--- src/rtl/packet_tx.sv ---
// Packet transmitter: emits a six-word header, a clamped sink count read from memory,
// then one word per known sink fetched from memory, over a valid/ready stream.
module packet_tx (
  input  logic        clock,
  input  logic        rst,
  input  logic        start,
  input  logic [15:0] MY_NODE_ID,
  input  logic [15:0] MY_CLUSTER_ID,
  input  logic [15:0] MY_BATTERY_STAT,
  input  logic [15:0] action,
  input  logic [15:0] mybest,
  input  logic        forAggregation,
  output logic [15:0] address,
  output logic        wr_en,
  input  logic [15:0] mem_data_out,
  output logic [15:0] tx_data,
  output logic        tx_valid,
  input  logic        tx_ready,
  output logic        tx_last,
  output logic        busy,
  output logic        done
);

  typedef enum logic [2:0] {
    IDLE      = 3'd0,
    SEND_HDR  = 3'd1,
    RD_CNT    = 3'd2,
    SEND_CNT  = 3'd3,
    RD_SINK   = 3'd4,
    SEND_SINK = 3'd5,
    DONE      = 3'd6
  } state_t;

  localparam logic [15:0] SINK_CNT_ADDR = 16'h0688;
  localparam logic [15:0] SINK_BASE     = 16'h0008;
  localparam logic [4:0]  MAX_SINKS     = 5'd16;

  state_t      state;
  logic [15:0] hdr_q [0:5];
  logic [2:0]  hdr_idx;
  logic [4:0]  count;
  logic [4:0]  sink_idx;

  // Raw counts above the sink table size are clamped to the table size.
  function automatic logic [4:0] clamp_count(input logic [15:0] raw);
    return (raw > {11'd0, MAX_SINKS}) ? MAX_SINKS : raw[4:0];
  endfunction

  // The block only ever reads memory.
  assign wr_en = 1'b0;

  always_ff @(posedge clock) begin
    if (rst) begin
      state    <= IDLE;
      hdr_idx  <= 3'd0;
      count    <= 5'd0;
      sink_idx <= 5'd0;
      address  <= 16'd0;
      tx_data  <= 16'd0;
      tx_valid <= 1'b0;
      tx_last  <= 1'b0;
      busy     <= 1'b0;
      done     <= 1'b0;
      for (int i = 0; i < 6; i++) begin
        hdr_q[i] <= 16'd0;
      end
    end else begin
      case (state)
        IDLE: begin
          if (start && !done) begin
            hdr_q[0] <= action;
            hdr_q[1] <= MY_NODE_ID;
            hdr_q[2] <= MY_CLUSTER_ID;
            hdr_q[3] <= MY_BATTERY_STAT;
            hdr_q[4] <= mybest;
            hdr_q[5] <= {15'd0, forAggregation};
            hdr_idx  <= 3'd0;
            tx_data  <= action;
            tx_valid <= 1'b1;
            tx_last  <= 1'b0;
            busy     <= 1'b1;
            state    <= SEND_HDR;
          end
        end
        SEND_HDR: begin
          if (tx_ready) begin
            if (hdr_idx == 3'd5) begin
              tx_valid <= 1'b0;
              address  <= SINK_CNT_ADDR;
              state    <= RD_CNT;
            end else begin
              hdr_idx <= hdr_idx + 3'd1;
              tx_data <= hdr_q[hdr_idx + 3'd1];
            end
          end
        end
        RD_CNT: begin
          // Memory returns the word addressed during this cycle at its closing edge.
          count    <= clamp_count(mem_data_out);
          tx_data  <= {11'd0, clamp_count(mem_data_out)};
          tx_last  <= (clamp_count(mem_data_out) == 5'd0);
          tx_valid <= 1'b1;
          sink_idx <= 5'd0;
          address  <= 16'd0;
          state    <= SEND_CNT;
        end
        SEND_CNT: begin
          if (tx_ready) begin
            tx_valid <= 1'b0;
            tx_last  <= 1'b0;
            if (tx_last) begin
              busy  <= 1'b0;
              done  <= 1'b1;
              state <= DONE;
            end else begin
              address <= SINK_BASE;
              state   <= RD_SINK;
            end
          end
        end
        RD_SINK: begin
          tx_data  <= mem_data_out;
          tx_valid <= 1'b1;
          tx_last  <= (sink_idx == count - 5'd1);
          address  <= 16'd0;
          state    <= SEND_SINK;
        end
        SEND_SINK: begin
          if (tx_ready) begin
            tx_valid <= 1'b0;
            tx_last  <= 1'b0;
            if (tx_last) begin
              busy  <= 1'b0;
              done  <= 1'b1;
              state <= DONE;
            end else begin
              sink_idx <= sink_idx + 5'd1;
              address  <= SINK_BASE + {10'd0, sink_idx + 5'd1, 1'b0};
              state    <= RD_SINK;
            end
          end
        end
        DONE: begin
          state <= DONE;
        end
        default: begin
          state <= IDLE;
        end
      endcase
    end
  end

endmodule

--- config.mk ---
export PLATFORM = sky130hd
export DESIGN_NAME = packet_tx
export DESIGN_NICKNAME = d
export VERILOG_FILES = /design/src/rtl/packet_tx.sv
export SDC_FILE = /design/constraint.sdc
export NUM_CORES = 1
export LEC_CHECK = 0
export ABC_AREA = 1
export CORE_UTILIZATION = 30
export DETAILED_ROUTE_END_ITERATION = 8
export GPL_TIMING_DRIVEN = 0
export PLACE_DENSITY = 0.57
export SYNTH_ARGS = -nofsm -noshare
export SYNTH_HDL_FRONTEND = slang
export SYNTH_SLANG_ARGS = --single-unit
--- constraint.sdc ---
create_clock -name clock -period 2.5 [get_ports clock]
set_clock_uncertainty 0.15 [all_clocks]
set_input_delay 0.375 -clock clock [delete_from_list [all_inputs] [get_ports clock]]
set_output_delay 0.375 -clock clock [all_outputs]
set_load 0.02 [all_outputs]
After elaboration in Yosys (flattened, before gate mapping)
Memory sizes are Yosys's and may differ from the RTL's.
Cells that the tools add are included.
{ "totals": {"ff_bits": 52, "memories": 1, "out_inout_bits": 37, "ram_bits": 96, "elab_cells": 109, "input_bits": 101} }
{ "memory_table": {"columns": ["name", "words", "word_bits", "read_ports", "rd_ports_with_merged_regs", "write_ports", "line", "text"], "rows": [
  ["hdr_q", 6, 16, 1, 0, 6, "39", "logic [15:0] hdr_q [0:5];"]
]} }
{ "classes": {"n_bitwise": 6, "n_lt_le_gt_ge": 1, "n_eq_ne": 18, "muxes": 47, "n_reduce_logical": 22, "add_sub_neg": 4} }
{ "op_table": {"columns": ["cell", "count"], "rows": [
  ["16-bit two-way mux", 15],
  ["16-bit case mux with 4 select lines", 2],
  ["3-bit two-way mux", 7],
  ["3-bit case mux with 6 select lines", 1],
  ["16-bit by 5-bit > comparator with 1-bit output (second input constant)", 1],
  ["2-bit inequality test (second input constant)", 8],
  ["4-bit AND reduction", 4],
  ["4-bit nonzero test", 4],
  ["5-bit two-way mux", 3],
  ["1-bit two-way mux", 13],
  ["3-bit equality test (second input constant)", 4],
  ["5-bit case mux with 2 select lines", 1],
  ["3-bit AND reduction", 3],
  ["1-bit case mux with 4 select lines", 2],
  ["4-bit by 6-bit adder with 7-bit output (first input constant)", 1],
  ["7-bit AND reduction", 1],
  ["3-bit by 2-bit equality test with 1-bit output (second input constant)", 2],
  ["1-bit bitwise OR", 6],
  ["3-bit case mux with 2 select lines", 1],
  ["2-bit nonzero test", 3],
  ["5-bit by 1-bit adder with 5-bit output (second input constant)", 1],
  ["5-bit equality test", 1],
  ["5-bit zero test", 1],
  ["5-bit AND reduction", 1],
  ["other kinds (10)", 12]
]} }

Longest topological paths before layout
Gate-level depths: netlist of the first run.
{ "logic_depth": {"ltp_word": 7, "mapped_depth": 12} }

Least setup slack after synthesis of the first run
Ideal clock, no wire load.
{ "synth_timing": {"kind": "register -> register", "start": "register state[2]", "end": "memory hdr_q[0][0], enable pin", "stages_incl_launch_ff": 8, "path_buffers": 1, "path_slack_ns": -0.112, "synth_period_minus_slack_ns": 2.612, "arrival_time_ns": 2.058, "setup_ns": 0.405, "path_cell_list": "dfxtp_1 -> buf_2 -> inv_1 -> nand2_1 -> nor2_2 -> inv_1 -> nor3_2 -> or2_2"} }
{ "synth_lines": {"columns": ["item", "line", "text"], "rows": [
  ["from (decl)", "38", "state_t state;"],
  ["from (signal assigned)", "54", "state <= IDLE;"],
  ["from (signal assigned)", "82", "state <= SEND_HDR;"],
  ["from (signal assigned)", "90", "state <= RD_CNT;"],
  ["to (decl)", "39", null]
]} }

Worst setup path in the final report of the first run
{ "layout_timing": {"start": "register hdr_idx[1]", "end": "register tx_data[11]"} }
{ "layout_between": {"elab_chain_len": 5, "elab_cells_between_ends": 8} }
{ "layout_rtl": {"columns": ["item", "line", "text"], "rows": [
  ["from (decl)", "40", "logic [2:0] hdr_idx;"],
  ["from (signal assigned)", "92", "hdr_idx <= hdr_idx + 3'd1;"],
  ["3-bit by 1-bit adder with 3-bit output", "93", "tx_data <= hdr_q[hdr_idx + 3'd1];"],
  ["memory 6 x 16 bit", null, null],
  ["16-bit two-way mux", "87", "if (hdr_idx == 3'd5) begin"],
  ["16-bit two-way mux", "86", "if (tx_ready) begin"],
  ["16-bit case mux with 4 select lines", "68", "case (state)"],
  ["to (signal assigned)", "78", "tx_data <= action;"],
  ["to (signal assigned)", "93", null],
  ["to (signal assigned)", "100", "tx_data <= {11'd0, clamp_count(mem_data_out)};"],
  ["to (decl)", "16", "output logic [15:0] tx_data,"]
]} }
Parallel ways exist; a longest one is shown, timed or not. The select of a mux whose other input is x is not followed.
A chain may end at the register's enable or synchronous reset.

==> key figures, run 1 <==
Outcome
  • Status: complete, no violations

Route
  • Wirelength per Cell: 15.45 µm
  • Vias per cell: between 4 and 5
  • Initial DRC count: between 400 and 500
  • Detail Route met2 WL: 9.025 mm
  • Final ANT Viol Nets: 0
  • Final wirelength: 18.81 mm
  • Vias: between 5000 and 6000
  • Drt pass-1 iters: 5
  • Routed wl met3: approximately 1000 µm
  • Top Layer Used: met4
  • Met1 Wirelength: roughly 8.3 mm
  • Drt drc: 0

Timing
  • Worst-Margin Slew: 0.6610 ns
  • RSZ-0062 raised after global routing: no
  • Worst slew margin: 55.94%
  • Tcrit/Tclk final: 95.50%
  • Final TNS setup: 0 ns
  • Final hold vios: 0
  • Post-layout min period: between 2 and 2.5 ns
  • F_max: 0.4189 GHz
  • Slew Limit Fails: 0
  • Final Setup Violations: 0

Synth
  • Mean Syn Cell Area: 8.382 µm²
  • Mapped cell area: between 6000 and 7000 µm²
  • Yosys reg bits: 124
  • Post-synth EDFFs: 81
  • Yosys cell types: 46
  • Cells after Synth: roughly 770
  • Post-synth top flop: edfxtp_1
  • Syn. warnings: 0
  • Seq/Total Area, Yosys: between 50% and 60%
  • Async S/R FF share, synth: 0%

Layout
  • Most frequent cells in the layout: 138 x nand2_1, 128 x clkdlybuf4s50_1, 120 x nor2_1
  • Final nets: between 1000 and 1500
  • Commonest non-fill, non-tap cell in the layout: nand2_1
  • Layout cell share with drive strength beyond 1: between 10% and 20%
  • Diode count: 0
  • Fill count: around 2100
  • FF/Latch Area: 3293 µm²
  • Area of the multi-input gates: roughly 2500 µm²
  • Area growth, synth to finish: 34.56%

Power and ir drop
  • Power Density: between 700 and 800 nW/µm²
  • VDD IR max: between 400 and 500 µV
  • Pwr Total: 6.514 mW
  • Leakage: about 3.7 nW

Flow run
  • Number of max-cap violations: 0

Setup path
  • Reg-to-reg startpoint: hdr_idx[1]
  • Startpoint type of the worst setup path: register
  • Worst reg-to-reg path cell count: 9
  • R2R Path End: tx_data[11]
  • Critical Path AT: approximately 2.6 ns
  • R2R setup slack: between 0.1 and 0.15 ns
  • CP most frequent cell: a21oi_1
  • CP top delay family: buffers and inverters
  • Setup CP Type: reg2reg
  • Critical path required time: approximately 2.7 ns
  • Worst-path cell chain: inv_1 -> ha_1 -> clkbuf_1 -> clkbuf_4 -> buf_2 -> a21oi_1 -> a21oi_1 -> nand3_1 -> a21oi_1
  • Critical path's slowest cell: dfxtp_1
  • CP Capture Type: register
  • Slowest cell delay on critical path: roughly 0.33 ns
  • CP Max Fanout: 10
  • CP Buf/Inv Count: 4

Global routing
  • First-pass GRT wire length: around 29 mm
  • Largest net degree at the start of global routing: 42
  • Initial antenna violation count: 0
  • Global route overflow: 0
  • Total global-route track usage: between 15 and 20%
  • Vias in the first global route: around 5300

Clocking
  • CTS tree: done
  • Clk buf depth: 2
  • Worst-path clk slew: ~0.06 ns
  • Root buf cell: clkbuf_16
  • CTS H-tree lvls: 4
  • Num CTS Buffers: 17
  • Worst skew pair latency: about 0.42 ns
  • Clk sinks: ~120
  • Post-CTS Setup Bufs: 0

Floorplanning
  • Die height: ~150 µm
  • # IOs: between 100 and 150
  • Core area: between 20000 and 25000 µm²
  • Die area: ~22000 µm²
  • Initial Util: roughly 30%
  • Number of cell rows: 53
  • Die width: approximately 150 µm

Place
  • Buffers on Ports: between 100 and 150
  • Gp weighted congestion: ~0.84
  • Final HPWL DP: between 10 and 15 mm

Min path
  • WHS Endpoint: address[3]
  • HP Class: reg2reg
  • Worst Hold Path Cells: 2
  • Hold path start: address[3]
[stage by stage]
stage          area, µm²  worst slack, ns  util (%)  hold WS, ns  instances
2_1_floorplan       6516           0.2763         -       0.3079        781
3_3_place_gp        8142          -0.2650     38.61       0.2891       1184
3_5_place_dp        8142          -0.2556     38.61       0.2933       1184
4_1_cts             8717         0.008979     41.34       0.3032       1217
5_1_grt             8730          0.01318     41.40       0.3192       1217
6_report            8730           0.1126     41.40       0.2967       1217
[sequential cells by signal, summed over array words and instances, names as in the netlist]
register / count
hdr_idx: 3
state: 3
address: 7
done: 1
tx_data: 16
busy: 1
sink_idx: 5
tx_last: 1
tx_valid: 1
count: 5
hdr_q: 81
[worst register-to-register path, cell delays in order, from the launching register on]
cell	delay (ns)
dfxtp_1	0.33
inv_1	0.07
ha_1	0.29
clkbuf_1	0.25
clkbuf_4	0.28
buf_2	0.25
a21oi_1	0.10
a21oi_1	0.30
nand3_1	0.14
a21oi_1	0.16
[report_power, final]
part | internal (mW) | switching (mW)
logic | 0.626 | 0.990
clock network | 1.38 | 0.987
registers | 2.43 | 0.103
[cell usage after synthesis, drive strengths merged, types with 3 or more instances]
master  number  share of area [%]
nor2       147                 10
nand2      145                8.8
inv        117                6.9
edfxtp      81                 37
a21oi       69                5.6
nand3       48                4.0
dfxtp       43                 13
buf         30                3.7
o21ai       30                2.7
clkbuf      12               0.69
o22ai        7                1.1
xnor2        7               0.95
or2          6               0.58
ha           5               0.96
xor2         5               0.67
a211oi       4               0.46
nor3         4               0.39
o211ai       4               0.54
nand4        3               0.52
[cell type report]
type                       count  area share (%)
buffer                        42           3.311
clock buffer                  17           4.873
clock inverter                15           1.620
sequential                   124           37.72
multi-input combinational    498           28.69
tap                          275           3.942
inverter                     118           5.160
timing repair buffer         128           14.68
[worst max path at each step]
stage	startpoint	to	slack [ns]	depth (start not counted)
2_1_floorplan	state[2]	hdr_q[0][0]	0.28	7
3_3_place_gp	start	hdr_q[1][7]	-0.27	4
3_5_place_dp	start	hdr_q[3][7]	-0.26	4
4_1_cts	hdr_idx[1]	tx_data[9]	0.009	11
5_1_grt	hdr_idx[1]	tx_data[11]	0.01	9
6_report	hdr_idx[1]	tx_data[11]	0.11	9
[logic make-up (layout without fill, tap and decap cells)]
kind of cell               after synthesis  in the layout  synth area share [%]
adders and majority gates                5              5                0.9643
buffers and inverters                  160            320                 11.30
AOI/OAI and AO/OA                      116            116                 10.57
DFF                                    124            124                 50.76
and+or+nand+nor                        356            357                 24.73
other                                    1              8               0.05780
xor gates and xnor gates                12             12                 1.620
[routing by layer]
metal / GRT usage (%) / vias up
met2: 29.23 / 163
li1: - / 2784
met1: 22.77 / 2555
met4: 6.990 / 0
met3: 3.394 / 29
met5: 0 / -
[repair_timing]
action                     in CTS  in global routing
pin swaps                       0                  0
setup endpoints to repair      81                 89
cloned                          1                  0
hold buffers                    0                  0
resized for setup               1                  9
(Power assumes the default switching activity.)
==> run 2, diff against run 1 <==
--- a/config.mk
+++ b/config.mk
@@ -10,6 +10,7 @@
 export DETAILED_ROUTE_END_ITERATION = 8
 export GPL_TIMING_DRIVEN = 0
 export PLACE_DENSITY = 0.57
+export SETUP_SLACK_MARGIN = 0.4
 export SYNTH_ARGS = -nofsm -noshare
 export SYNTH_HDL_FRONTEND = slang
 export SYNTH_SLANG_ARGS = --single-unit
==> key figures, run 2 (same netlist as run 1, synthesis figures left out) <==
Outcome
  • Status: complete, no violations

Setup path
  • CP Capture Type: register
  • CP Buf/Inv Count: 3 (-1)
  • Slowest cell delay on critical path: 0.64 ns (+0.31 ns)
  • Reg-to-reg startpoint: state[2]
  • CP Max Fanout: 14 (+4)
  • Setup CP Type: in2reg
  • R2R setup slack: 0.49 ns (+0.38 ns)
  • CP Capture Point: hdr_q[1][0]
  • Startpoint type of the worst setup path: input pin
  • Critical path's slowest cell: clkbuf_1
  • Worst reg-to-reg path cell count: 8 (-1)
  • Crit. Startpoint: rst
  • Critical path required time: 2.52 ns (-0.18 ns)
  • Critical Path AT: 2.06 ns (-0.53 ns)
  • Critical path depth: 5 (-4)
  • CP top delay family: buffers and inverters
  • R2R Path End: hdr_q[1][6]
  • Worst-path cell chain: clkbuf_1 -> inv_1 -> nand2_4 -> buf_6 -> nor2_2

Timing
  • Slew Limit Fails: 0 (unchanged)
  • Final hold vios: 0 (unchanged)
  • Post-layout min period: 2.049 ns (-0.3387 ns)
  • Worst setup margin: 0.4513 ns (+0.3387 ns)
  • F_max: 0.4881 GHz (+17%)
  • Final Setup Violations: 0 (unchanged)
  • Hold slack: 0.2977 ns (+0.0009470 ns)
  • Tcrit/Tclk final: 81.95% (-14 points)
  • Worst slew margin: 41.13% (-15 points)
  • RSZ-0062 raised after global routing: yes
  • Worst-Margin Slew: 0.8831 ns (+0.2221 ns)

Clocking
  • CTS tree: done
  • Root buf cell: clkbuf_16
  • Num CTS Buffers: 17 (unchanged)
  • Worst skew pair latency: 0.42 ns (about the same)
  • Clk sinks: 124 (unchanged)
  • Worst-path clk slew: 0.06 ns (about the same)
  • CTS H-tree lvls: 4 (unchanged)
  • Clk buf depth: 2 (unchanged)

Layout
  • Most flops, register: hdr_q
  • Layout cell share with drive strength beyond 1: 15.75% (+2.0 points)
  • Fill count: 2149 (+0.33%)
  • Biggest regs: hdr_q (81), tx_data (16), address (7)
  • Diode count: 0 (unchanged)
  • Fin area: 8879 µm² (+1.7%)
  • Most frequent cells in the layout: 137 x nand2_1, 127 x clkdlybuf4s50_1, 120 x nor2_1
  • Area growth, synth to finish: 36.86%
  • Commonest non-fill, non-tap cell in the layout: nand2_1
  • Final nets: 1039 (+0.39%)
  • Post-layout util: 42.10% (+0.71 points)
  • Max FFs per register: 81 (unchanged)

Route
  • Final ANT Viol Nets: 0 (unchanged)
  • Wirelength per Cell: 15.73 µm (+1.8%)
  • Initial DRC count: 377 (-17%)
  • Drt pass-1 iters: 6 (+1)
  • Vias per cell: 4.600 (+1.2%)
  • Vias: 5617 (+1.6%)
  • Final wirelength: 19.21 mm (+2.1%)
  • Drt drc: 0 (unchanged)

Global routing
  • Total global-route track usage: 18.24% (+0.52 points)
  • Initial antenna violation count: 0 (unchanged)
  • First-pass GRT wire length: 29.78 mm (+2.3%)
  • Largest net degree at the start of global routing: 21 (-50%)
  • Global route overflow: 0 (unchanged)
  • Vias in the first global route: 5516 (+3.6%)

Power and ir drop
  • Leakage: 3.817 nW (+2.4%)
  • Power Density: 748.8 nW/µm² (+0.35%)
  • VDD IR max: 463.9 µV (+4.7%)

Floorplanning
  • Number of cell rows: 53 (unchanged)
  • Initial Util: 30.76% (unchanged)
  • Die area: 22220 µm² (unchanged)
  • Die height: 149.1 µm (unchanged)
  • # IOs: 138 (unchanged)
  • Core area: 21090 µm² (unchanged)
  • Die width: 149.1 µm (unchanged)

Place
  • Gp weighted congestion: 0.8385 (about the same)
  • DP Worst Slack: -0.1911 ns (+0.06447 ns)
  • Buffers on Ports: 128 (unchanged)
  • Placed Area: 8149 µm² (about the same)
  • Final HPWL DP: 13.95 mm (+0.54%)

Flow run
  • Number of max-cap violations: 0 (unchanged)

Min path
  • HP Class: reg2reg
==> run 2: cell types whose count changed in the layout (fill, tap and decap cells not counted), sizes merged <==
cell           delta
clkdlybuf4s50     -1
clkinvlp          -3
dlymetal6s2s      +1
bufinv            -1
buf               +2
or2               +3
inv               -3
clkbuf           +10
clkinv            -4
==> run 2: cell type report <==
class | instances | area (µm²) | area share [%]
inverter | 118 | 457.9 | 5.158
buffer | 42 | 329.1 | 3.706
tap | 275 | 344.1 | 3.875
clock inverter | 4 | 23.77 | 0.2678
sequential | 124 | 3294 | 37.11
multi-input combinational | 501 | 2567 | 28.92
timing repair buffer | 129 | 1304 | 14.68
clock buffer | 28 | 558.0 | 6.285
==> run 2: how the worst min path moves through the flow <==
stage	startpoint	to	slack (ns)	cells after the start
2_1_floorplan	count[4]	count[4]	0.31	2
5_1_grt	address[4]	address[4]	0.33	2
3_5_place_dp	address[3]	address[3]	0.29	2
3_3_place_gp	address[3]	address[3]	0.29	2
6_report	address[3]	address[3]	0.30	2
4_1_cts	address[3]	address[3]	0.30	2
==> run 2: what timing repair did <==
action | in CTS | in global routing
endpoints found under the setup margin | 98 | 23
setup buffers | 1 | 0
gates cloned | 4 | 0
gates resized for setup | 16 | 29
pin swaps | 1 | 6
hold buffers | 0 | 0
==> run 2: metrics by stage <==
stage | TNS [ns] | cells | total power, mW
2_1_floorplan | 0 | 781 | 3.522
3_3_place_gp | -16.32 | 1184 | 4.169
3_5_place_dp | -15.06 | 1184 | 4.180
4_1_cts | 0 | 1221 | 6.617
5_1_grt | 0 | 1221 | 6.926
6_report | 0 | 1221 | 6.648
==> run 2: per-layer routing <==
layer	wire length, µm	global-route usage, %	vias up
met2	9131	29.60	183
li1	-	-	2801
met5	0	0	-
met1	8645	23.87	2602
met3	995	3.578	31
met4	434	6.990	0
==> run 2: worst reg2reg max path: cells and delay by family (launching register included) <==
| family | cells | cell delay [ns] |
|---|---|---|
| flops | 1 | 0.31 |
| simple gates | 4 | 0.75 |
| buf+inv | 4 | 0.46 |
==> run 2: power breakdown <==
group	internal, mW	total [mW]	switching, mW	leakage, nW
clock network	1.51	2.40	0.890	0.288
registers	2.43	2.54	0.107	1.23
logic	0.684	1.71	1.03	2.30
total	4.62	6.65	2.03	3.82
